$ cat config.mk
export PLATFORM = sky130hd
export DESIGN_NAME = cordic_result_fifo
export DESIGN_NICKNAME = d
export VERILOG_FILES = /design/src/rtl/cordic_result_fifo.sv
export SDC_FILE = /design/constraint.sdc
export NUM_CORES = 1
export LEC_CHECK = 0
export CAP_MARGIN = 20
export CELL_PAD_IN_SITES_DETAIL_PLACEMENT = 0
export CELL_PAD_IN_SITES_GLOBAL_PLACEMENT = 1
export CORE_MARGIN = 2
export CORE_UTILIZATION = 58
export DETAILED_ROUTE_END_ITERATION = 7
export GPL_TIMING_DRIVEN = 0
export PLACE_DENSITY = 0.82
export RECOVER_POWER = 50
export SKIP_LAST_GASP = 1
export SLEW_MARGIN = 10
export SYNTH_ARGS = -nofsm -noshare
export SYNTH_HDL_FRONTEND = slang
export SYNTH_SLANG_ARGS = --single-unit
$ cat constraint.sdc
create_clock -name clk -period 7.8 [get_ports clk]
set_input_delay 0.78 -clock clk [delete_from_list [all_inputs] [get_ports clk]]
set_output_delay 0.78 -clock clk [all_outputs]
set_load 0.01 [all_outputs]
$ cat src/rtl/cordic_result_fifo.sv
// rtl/cordic_result_fifo.sv - first-word fall-through result buffer behind the CORDIC output stage
module cordic_result_fifo #(
  parameter int OUTPUT_WIDTH = 16,
  parameter int DEPTH        = 16,
  parameter int AF_MARGIN    = 8
) (
  input  logic                       clk,
  input  logic                       rst_n,
  input  logic                       clear,
  input  logic                       in_valid,
  input  logic [OUTPUT_WIDTH-1:0]    in_x,
  input  logic [OUTPUT_WIDTH-1:0]    in_y,
  output logic                       out_valid,
  input  logic                       out_ready,
  output logic [OUTPUT_WIDTH-1:0]    out_x,
  output logic [OUTPUT_WIDTH-1:0]    out_y,
  output logic [$clog2(DEPTH):0]     count,
  output logic                       almost_full,
  output logic                       overflow
);

  localparam int AW = $clog2(DEPTH);
  localparam int PW = AW + 1;
  localparam int DW = 2 * OUTPUT_WIDTH;

  // Each entry holds {x, y}; the wrap bit in the pointers separates full from empty.
  logic [DW-1:0] mem [DEPTH];
  logic [PW-1:0] wr_ptr;
  logic [PW-1:0] rd_ptr;
  logic          empty;
  logic          full;
  logic          rd_en;
  logic          wr_en;
  logic [PW-1:0] free;
  logic [DW-1:0] head;

  assign empty = (wr_ptr == rd_ptr);
  assign full  = (wr_ptr[AW-1:0] == rd_ptr[AW-1:0]) && (wr_ptr[AW] != rd_ptr[AW]);

  // A read frees the head slot in the same edge, so a full FIFO can still accept a word.
  assign rd_en = !empty && out_ready;
  assign wr_en = in_valid && (!full || rd_en);

  assign out_valid = !empty;
  assign head      = mem[rd_ptr[AW-1:0]];
  assign out_x     = empty ? '0 : head[DW-1:OUTPUT_WIDTH];
  assign out_y     = empty ? '0 : head[OUTPUT_WIDTH-1:0];

  // Flag early enough that every result still in the CORDIC pipeline has a slot.
  assign free        = PW'(DEPTH) - count;
  assign almost_full = (32'(free) <= 32'(AF_MARGIN));

  // Storage is not reset; contents behind the pointers are meaningless.
  always_ff @(posedge clk) begin
    if (wr_en && !clear) begin
      mem[wr_ptr[AW-1:0]] <= {in_x, in_y};
    end
  end

  // Pointer, occupancy and sticky overflow tracking; clear overrides any traffic.
  always_ff @(posedge clk or negedge rst_n) begin
    if (!rst_n) begin
      wr_ptr   <= '0;
      rd_ptr   <= '0;
      count    <= '0;
      overflow <= 1'b0;
    end else if (clear) begin
      wr_ptr   <= '0;
      rd_ptr   <= '0;
      count    <= '0;
      overflow <= 1'b0;
    end else begin
      if (wr_en) begin
        wr_ptr <= wr_ptr + PW'(1);
      end
      if (rd_en) begin
        rd_ptr <= rd_ptr + PW'(1);
      end
      if (wr_en && !rd_en) begin
        count <= count + PW'(1);
      end else if (rd_en && !wr_en) begin
        count <= count - PW'(1);
      end
      if (in_valid && !wr_en) begin
        overflow <= 1'b1;
      end
    end
  end

endmodule

==> results.py <==
metrics = {
    "cells_and_area": {
        "nets": 1141,
        "layout-drive-gt1-share": 0.221,
        "area_delta_synth_final_pct": 14.8,
        "antenna_cells": 0,
    },
    "sta": {
        "hold_ws_ps": 495,
        "setup_viol": 0,
        "max-slew-margin-rel": 0.226,
        "worst_slew_pin_slew_ps": 1150,
        "fin_skew_ps": 16.5,
        "max_freq_ghz": 0.207,
        "period_minus_slack_ps": 4830,
        "tns_ps": 0,
        "timing.final.crit_share": 0.619,
        "hold_violations": 0,
        "grt_setup_unrepaired": "no",
        "setup_ws_ps": 2970,
        "slew_violations": 0,
    },
    "yosys": {
        "yosysTopAreaCell": "edfxtp_1",
        "synth_mux_area_frac": 0.156,
        "synth_fp_nets": 1003,
        "post-synth-top-count-cell": "edfxtp_1",
        "synth_warnings": 0,
        "synth_seq_cells": 528,
        "synth-edff-count": 512,
        "synth-xor-area-share": 0.00792,
        "synth_top_area_share": 0.738,
        "synthArstFlopShare": 0.0303,
        "netlist_area_um2": 20800,
        "synth_ff_type": "edfxtp_1",
        "yosysSeqAreaShare": 0.757,
        "yosys-top-cells-count": "edfxtp_1, mux4_2, a211oi_1, mux2i_1, nor2b_1",
        "synthSimpleGateAreaFrac": 0.0241,
        "synth_cell_types": 48,
        "synth-compound-area-share": 0.0322,
        "synthCells": 956,
        "ys_top_cells_by_area": "edfxtp_1, mux4_2, a211oi_1, dfrtp_1, mux2i_1",
        "avgSynthCellArea_um2": 21.8,
        "synthAdderAreaFrac": 0.00636,
        "synth_top_family_by_area": "multiplexers",
    },
    "floorplan": {
        "start_util": 0.587,
        "die-area_um2": 37500,
        "row_count": 69,
        "ioPinCount": 77,
        "fp.dieW_um": 194,
        "core_um2": 35500,
        "die_h_um": 194,
    },
    "clock_network": {
        "clk_latency_ps": 570,
        "numCtsBuffers": 50,
        "hold_buffers": 0,
        "cts_setup_buffers": 0,
        "htreeDepth": 2,
        "cts.repair.resized": 0,
        "cts_buffer_depth": 3,
        "cts_tree": "built",
        "clock-root-buffer": "clkbuf_16",
        "clk_pin_slew_ps": 60,
        "cts_sinks": 528,
    },
    "grt": {
        "grt_max_degree": 33,
        "first_global_vias": 10400,
        "grt_pass1_wl_mm": 66.2,
        "grt_overflow": 0,
        "antenna_found_initial": 2,
        "grt_usage": 0.240,
    },
    "worst_setup_path": {
        "cp_slowest_cell": "clkdlybuf4s50_1",
        "arrival_ps": 4050,
        "worst-path-buf-inv": 4,
        "slowest_delay_ps": 620,
        "critPathLaunchType": "flip-flop",
        "path_max_fanout": 10,
        "worstSetupEndpointType": "output port",
        "cp_common_cell": "clkbuf_1",
        "crit_type": "flip-flop to output port",
        "crit_family": "buffers and inverters",
        "path_cells": "clkbuf_1 > clkbuf_1 > clkbuf_1 > a211oi_1 > a211oi_1 > clkdlybuf4s50_1",
        "required_ps": 7020,
    },
    "hold_path": {
        "hp-class": "flip-flop to flip-flop",
    },
    "routing": {
        "drt_iter0_drc": 1023,
        "postRouteAntennaNets": 0,
        "num_vias": 10100,
        "via_per_inst": 6.32,
        "drtPass1Iterations": 5,
        "wirelength_mm": 43.8,
        "wl_per_cell_um": 27.5,
        "drc": 0,
    },
    "run": {
        "cap_violations": 0,
    },
    "place": {
        "hpwl_mm": 26.6,
        "numPortBuffers": 74,
        "gp_congestion": 0.777,
        "dp_slack_ps": 3700,
    },
    "run_status": {
        "status": "complete, no violations",
    },
    "power": {
        "ir_drop_v": 0.000202,
        "p_per_area_nw_per_um2": 271,
        "p_leak_uw": 0.00740,
    },
}
-- state kept, by name, indices dropped and copies added (netlist names) --
signal,cells
mem,512
count,5
rd_ptr,5
wr_ptr,5
overflow,1
-- worst paths after layout --
path	slack (ps)	cells after the start	to	from
max	2970	6	out_x[11]	rd_ptr[1]
max reg2reg	4650	11	count[4]	rd_ptr[1]
max in group asynchronous	6590	1	rd_ptr[1]	rst_n
min reg2reg	500	2	overflow	overflow
min	500	2	overflow	overflow
min in group asynchronous	730	1	rd_ptr[4]	rst_n
-- cells in the final DEF, fill, tap and decap left out, types with 8 or more instances in the layout --
master / synthesis / routed
clkdlybuf4s50_1: 0 / 35
edfxtp_1: 512 / 512
nand2_1: 8 / 8
clkbuf_16: 0 / 51
clkinv_2: 0 / 11
clkbuf_1: 31 / 43
nor2b_1: 33 / 33
dlygate4sd3_1: 0 / 39
buf_4: 10 / 10
and2_2: 0 / 8
mux4_2: 128 / 128
clkinv_1: 0 / 14
mux2i_1: 36 / 36
dfrtp_1: 16 / 16
buf_12: 0 / 8
a211oi_1: 65 / 65
nor2_1: 14 / 14
xnor2_1: 11 / 11
ha_1: 9 / 9
-- cell families after synthesis --
family                     after synthesis
muxes                                  165
buffers and inverters                   62
AOI/OAI and AO/OA                       85
DFF                                    528
and+or+nand+nor                         88
xor gates and xnor gates                18
adders and majority gates               10
-- where the power goes --
group | total (uW) | internal [uW] | switching, uW | leakage [uW]
Clock | 2250 | 1260 | 988 | 0.000740
Sequential | 3170 | 3140 | 25.4 | 0.00483
Combinational | 1060 | 534 | 528 | 0.00183
-- layer usage --
layer  part of all wire  track usage
met1               0.42        0.346
met2               0.50        0.395
met3              0.060       0.0396
met4              0.017       0.0543
met5            0.00030            0
-- tightest hold or removal path: stages, from the launching register on --
cell and delay (ps):
dfrtp_1 340, a31oi_1 40, nor2_1 70
-- area by class of cell --
class	count	area, um^2
Timing Repair Buffer	86	1010
Clock buffer	62	1320
Tap cell	461	577
Sequential cell	528	15800
Inverter	6	22.5
Fill cell	2245	11500
Buffer	56	317
Multi-Input combinational cell	366	4720
Clock inverter	30	191
-- per-stage QoR --
step,utilization,cell area [um^2],cells,total power (uW)
floorplan,-,20800,956,3910
global placement,0.624,22200,1491,4290
detailed placement,0.633,22400,1503,4310
CTS,0.675,24000,1595,6540
global route,0.674,23900,1595,6720
finish,0.674,23900,1595,6480
No activity file was read; power rests on OpenSTA's default activity.
